[config.mk]
export PLATFORM = sky130hd
export DESIGN_NAME = mux2to1
export DESIGN_NICKNAME = d
export VERILOG_FILES = /design/src/rtl/mux2to1_pkg.sv /design/src/rtl/mux2to1_core.sv /design/src/rtl/mux2to1.sv
export SDC_FILE = /design/constraint.sdc
export NUM_CORES = 1
export LEC_CHECK = 0
export ABC_AREA = 1
export CAP_MARGIN = 15
export CORE_AREA = 3 3 80 82
export DETAILED_ROUTE_END_ITERATION = 16
export DIE_AREA = 0 0 83 85
export GPL_TIMING_DRIVEN = 0
export HOLD_SLACK_MARGIN = 0.1
export PLACE_DENSITY = 0.79
export SETUP_SLACK_MARGIN = 0.02
export SLEW_MARGIN = 20
export SYNTH_ARGS = -nofsm -noshare
export SYNTH_HDL_FRONTEND = slang
export SYNTH_SLANG_ARGS = --single-unit
[constraint.sdc]
create_clock -name clk -period 0.9 [get_ports clk]
set_clock_uncertainty 0.1 [all_clocks]
set_input_delay 0.18 -clock clk [delete_from_list [all_inputs] [get_ports clk]]
set_output_delay 0.18 -clock clk [all_outputs]
set_load 0.1 [all_outputs]
[src/rtl/mux2to1_pkg.sv]
// Shared defaults and helpers for the mux2to1 block.
package mux2to1_pkg;

  localparam int unsigned DEFAULT_N     = 32;
  localparam int unsigned DEFAULT_CNT_W = 16;

  // Largest value representable in a w-bit counter, for w in 1..32.
  function automatic logic [31:0] cnt_max(input int unsigned w);
    if (w >= 32) return '1;
    return (32'd1 << w) - 32'd1;
  endfunction

endpackage

[src/rtl/mux2to1_core.sv]
// Purely combinational 2:1 selector; an unknown select propagates as all-X.
module mux2to1_core #(
  parameter int unsigned N = 32
) (
  input  logic [N-1:0] A,
  input  logic [N-1:0] B,
  input  logic         S,
  output logic [N-1:0] Y
);

  always_comb begin
    Y = 'x;
    case (S)
      1'b0:    Y = A;
      1'b1:    Y = B;
      default: Y = 'x;
    endcase
  end

endmodule

[src/rtl/mux2to1.sv]
// 2:1 mux with registered output and optional select-switch counter.
// Define MUX2TO1_STATS_EN to build sel_q and the saturating switch_cnt.
module mux2to1
  import mux2to1_pkg::*;
#(
  parameter int unsigned N     = DEFAULT_N,
  parameter int unsigned CNT_W = DEFAULT_CNT_W
) (
  input  logic             clk,
  input  logic             rst,
  input  logic [N-1:0]     A,
  input  logic [N-1:0]     B,
  input  logic             S,
  output logic [N-1:0]     Y,
  output logic [N-1:0]     Y_q,
  output logic [CNT_W-1:0] switch_cnt
);

  mux2to1_core #(.N(N)) u_core (
    .A (A),
    .B (B),
    .S (S),
    .Y (Y)
  );

  always_ff @(posedge clk) begin
    if (rst) Y_q <= '0;
    else     Y_q <= Y;
  end

`ifdef MUX2TO1_STATS_EN
  localparam logic [CNT_W-1:0] CNT_MAX = CNT_W'(cnt_max(CNT_W));

  logic             sel_q;
  logic [CNT_W-1:0] cnt;

  // sel_q tracks S even in reset so the first post-reset edge never counts.
  always_ff @(posedge clk) begin
    sel_q <= S;
    if (rst) begin
      cnt <= '0;
    end else if ((S != sel_q) && (cnt != CNT_MAX)) begin
      cnt <= cnt + 1'b1;
    end
  end

  assign switch_cnt = cnt;
`else
  assign switch_cnt = '0;
`endif

endmodule

# Word-level counts from Yosys, hierarchy flattened
# Cells that the tools add are included.
[totals] elab_cells=3 memories=0 latchBits=0 romBits=0 ff_bits=32 ram_bits=0 input_bits=67
[op_classes] n_div=0 n_mul=0 shifts=0 muxes=1 n_addsub=0 eq_ne=0 reduce_logical=0 n_lt_le_gt_ge=0 n_bitwise=1
[ops] cell="$pmux 32 s2" count=1
[ops] cell="$not 1->1" count=1

# Depth between registers and ports, before layout
# Gate-level depths: netlist (run 1).
[depth] depth_word=2 depth_mapped=6 depth_no_buf=4

# Cells and area by module
# A second synthesis (run 1) with hierarchy kept.
[hier_totals] cells_unflattened=220 hier_area_um2=1530.2
[modules_own_cells] module="mux2to1" seq_area_each_um2=640.6 area_each_um2=1038.5 instances=1 cells_per_inst=116
[modules_own_cells] module="mux2to1_core" seq_area_each_um2=0.0 area_each_um2=491.7 instances=1 cells_per_inst=104

# Worst setup path before layout (run 1)
# Ideal clock, no wire load.
[synth_timing] path_kind="input -> output" startpoint="input port S" endpoint="output port Y[0]" setup_slack_ps=-553 arrival_time_ps=1173 required_ps=620 stages=5 path_cell_list="buf_6 > buf_2 > nand2_1 > nand2_2 > inv_1"
[synth_via] elab_chain_cells=2
[synth_lines] element="start, declared" line_no="mux2to1.sv:13" source="input logic S,"
[synth_lines] element="$not 1->1" line_no="mux2to1_core.sv:13" source="case (S)"
[synth_lines] element="$pmux 32 s2 (*)" line_no="mux2to1_core.sv:13"
[synth_lines] element="end, declared" line_no="mux2to1.sv:14" source="output logic [N-1:0] Y,"
# Mark *: on every way between the ends. The rest lies on a longest branch, timed or not.

# Final worst setup path (run 1)
[layout_timing] startpoint="input port S" endpoint="output port Y[11]"
# Same word-level chain as after synthesis.

==> results of run 1 <==
per-stage QoR:
step / cell area (sq um) / setup TNS [ps] / setup WS [ps] / total power [uW] / instances
global placement: 3620 / -84160 / -1380 / 4760 / 503
detailed placement: 3620 / -84580 / -1400 / 4790 / 503
finish: 4940 / -15880 / -347 / 6730 / 557
CTS: 4600 / -16160 / -333 / 6550 / 544
floorplan: 2240 / -13030 / -423 / 4030 / 299
global route: 4930 / -17820 / -397 / 6970 / 556
cells by family (layout without fill, tap and decap cells):
logic type / after synthesis / after routing
other: 1 / 17
flip-flops: 32 / 32
AND/OR/NAND/NOR: 128 / 128
buffers and inverters: 123 / 305
cell usage in the layout, fill, tap and decap left out:
master	n
inv_1	62
dfxtp_4	32
clkbuf_8	5
buf_12	68
nor2_2	29
buf_6	3
nand2_1	24
clkbuf_1	2
clkbuf_16	3
inv_2	2
dlygate4sd2_1	63
nand2_2	37
buf_4	58
buf_8	2
nand2_4	35
clkinv_16	1
clkinv_1	1
buf_2	1
diode_2	1
nor2_1	2
clkdlybuf4s15_1	2
conb_1	16
nor2_4	1
clkinvlp_4	32
final timing paths:
path	from	to
worst max-delay path	S	Y[11]
worst min-delay path	S	Y_q[30]
power by group through the flow:
stage	registers, uW	clock network (uW)	logic [uW]
global route	1590	1140	4240
finish	1580	1040	4110
global placement	1540	0	3210
CTS	1580	1080	3890
floorplan	2290	0	1730
detailed placement	1550	0	3240
timing repair:
action / in CTS / in global routing
pin swaps: 34 / 29
cloned: 1 / 3
gates resized for setup: 669 / 42
endpoints found under the setup margin: 94 / 65
buffers inserted: 32 / 9
metal layers:
metal  vias up  global-route usage, %  share of wire (%)
li1       1111                      -                  -
met1      1017                   15.5                 29
met2       105                   38.5                 59
met3        26                   7.09                8.2
met4         0                   6.84                3.2
met5         -                      0                  0
cell type report:
class                           instances  area [sq um]  share of cell area, %
Multi-Input combinational cell        144           976                   19.8
Clock inverter                          1          3.75                 0.0760
Antenna cell                            1          2.50                 0.0507
Inverter                               97           510                   10.3
Buffer                                 26           268                   5.42
Timing Repair Buffer                  174          2240                   45.5
Clock buffer                            7          76.3                   1.55
Sequential cell                        32           761                   15.4
Tap cell                               75          93.8                   1.90
==> results, run 1 <==
- The flip-flop count of the largest register after layout is 32.
- For this run, asynchronously set or reset flops after synthesis account for 0%.
- The post-DP HPWL is 4510 um.
- The synthesized instance count is 284.
- The layout filler cell count is 326.
- Yosys printed 0 warnings.
- In the routed design, unresolved DRC markers number 0.
- For the worst setup path, the data arrival time is 970 ps.
- The largest single stage delay on the critical path is 170 ps.
- The clock tree synthesis step divided the H-tree into 2 levels.
- The clock power share is 15.5%.
- The clock root buffer is clkbuf_8.
- Once the floorplan was initialized, standard cells occupied 32.9% of the core.
- In this run, synthesis produced a sequential element count of 32.
- The largest register by flop count is Y_q.
- Summing the areas of all xor and xnor instances in the mapped netlist gives 0% of the synthesized area.
- The full die area is 0.00706 sq mm.
- TritonCTS built the clock tree.
- The quantity of hold-fixing buffers added after cts is 0.
- The run finished, with violations left.
- The average vias per placed instance is 4.06.
- The share of synthesized cell area in full adder, half adder and majority cells is 0%.
- Cell internal power was estimated by the tool at 3520 uW.
- The post-route netlist has 64.2% of its cells at a drive strength greater than 1.
- The number of different library cells used by synthesis comes to 11.
- The most used flip-flop cell after synthesis is dfxtp_1.
- The worst setup path is captured at a primary output.
- The final reports fail on setup timing.
- The share of synthesized cell area in and, or, nand and nor gates is 36.9%.
- The final critical path takes up 139% of the cycle.
- The worst path in the final design needs a cycle of 1250 ps, including I/O delays and setup.
- The pin count of the biggest net entering global routing is 11.
- Registers are responsible for 23.5% of the overall power.
- Clock-pin slew was measured on the worst setup and hold paths at 70 ps.
- The number of enable flip-flop cells after synthesis is 0.
- The first global-routing pass estimated 10400 um of wire.
- The number of global-route vias before repair is 2324.
- The die extent in x is 83 um.
- The final global-route overflow total is 0.
- After synthesis, the cell types taking the most area are dfxtp_1 (33%), nand2_2 (20%), inv_1 (19%), nor2_2 (9.8%), nand2_1 (7.1%).
- Summing the areas of all compound-gate instances in the mapped netlist gives 0% of the synthesized area.
- The kind of cell with the highest combined delay along the critical path is buffers and inverters.
- The critical path crosses 6 cells after its start point.
- Among all cell types in the netlist, the one instantiated most often is inv_1.
- In the final layout, the registers with the most flip-flops are Y_q: 32 flops.
- The critical path's slowest cell is buf_12.
- The top cell type by total area after synthesis is dfxtp_1.
- The highest clock rate is 0.802 GHz.
- The layout overhead on the synthesized area is 158%.
- The share of the synthesized area in the top cell type is 33.5%.
- STA classifies the critical path startpoint as an input pin.
- For this block, the routed nets add up to 7700 um of wire.
- The worst ir drop on vdd is 0.772 mV.
- By count the netlist is led by inv_1 (96), nand2_2 (60), nand2_1 (36).
- The die height is 85 um.
- In this run switching power makes up 47.8% of total power.
- The power per unit of standard cell area is 1360 mW/mm^2.
- The layout net count is 547.
- The clock passes through at most 2 buffers.
- In this run the power spent charging and discharging nets is 3210 uW.
- The count of nets left with antenna violations once routing finished came out at 0.
- The average wire per cell in the routed design is 13.8 um.
- The number of buffers and inverters on the critical path is 4.
- The path class of the tightest hold or removal check is in2reg.
- Final hold analysis gives a worst-case slack of 171 ps.
- For this design the top-level I/O count stands at 147.
- The number of buffers inserted by port buffering is 129.
- The number of sinks handled by clock tree synthesis is 32.
- The sequential area share after synthesis is 33.5%.
- The worst hold path cell count is 4.
- The most used cell along the critical path is buf_12.
- The first routing iteration left 48 violations.
- The number of antenna violations at the first check in global routing is 0.
- Setup repair after global routing could not meet its margin everywhere.
- Of the post-synthesis cell area, the part taken by muxes is 0%.
- The count of maximum capacitance violations is 0.
- The maximum fanout along the worst path is 10.
- The core region is 0.00582 sq mm.
- In the global route stage, overall resource usage came out at 18.5%.
- The count of endpoints failing setup in the final report is 65.
- After floorplanning, the core was divided into 28 placement rows.
- The critical path start-end classification is in2out.
- For this design the static power due to leakage is 0.00252 uW.
- The worst setup margin is -347 ps.
- Data on the critical path is required at its endpoint by 620 ps.
- The post-route core utilization is 84.9%.
- The part of the power in combinational logic is 61.1%.
- The largest family of logic cells by synthesized area is simple AND/OR/NAND/NOR gates.
- The per-instance average area after synthesis is 6.74 sq um.
- The overall via count from detail_route is 2259.
- The hold violation count in the final report was 0.
- The signal on the critical path passes through buf_12 > buf_6 > nand2_1 > nand2_2 > clkinvlp_4 > buf_12.
- The number of buffers created by CTS is 5.
- The area of the mapped netlist is 0.00191 sq mm.
- The routability congestion estimate is 0.790.
- The first TritonRoute pass finished after 4 iterations.
- The max-slew violation count is 0.
No activity file was read; power rests on OpenSTA's default activity.
==> inputs of run 2 (changes only) <==
--- a/config.mk
+++ b/config.mk
@@ -11,7 +11,7 @@
 export DETAILED_ROUTE_END_ITERATION = 16
 export DIE_AREA = 0 0 83 85
 export GPL_TIMING_DRIVEN = 0
-export HOLD_SLACK_MARGIN = 0.1
+export HOLD_SLACK_MARGIN = 0.12
 export PLACE_DENSITY = 0.79
 export SETUP_SLACK_MARGIN = 0.02
 export SLEW_MARGIN = 20
==> results of run 2 <==
Same layout as run 1: the final DEF is identical, and so are final timing and power.
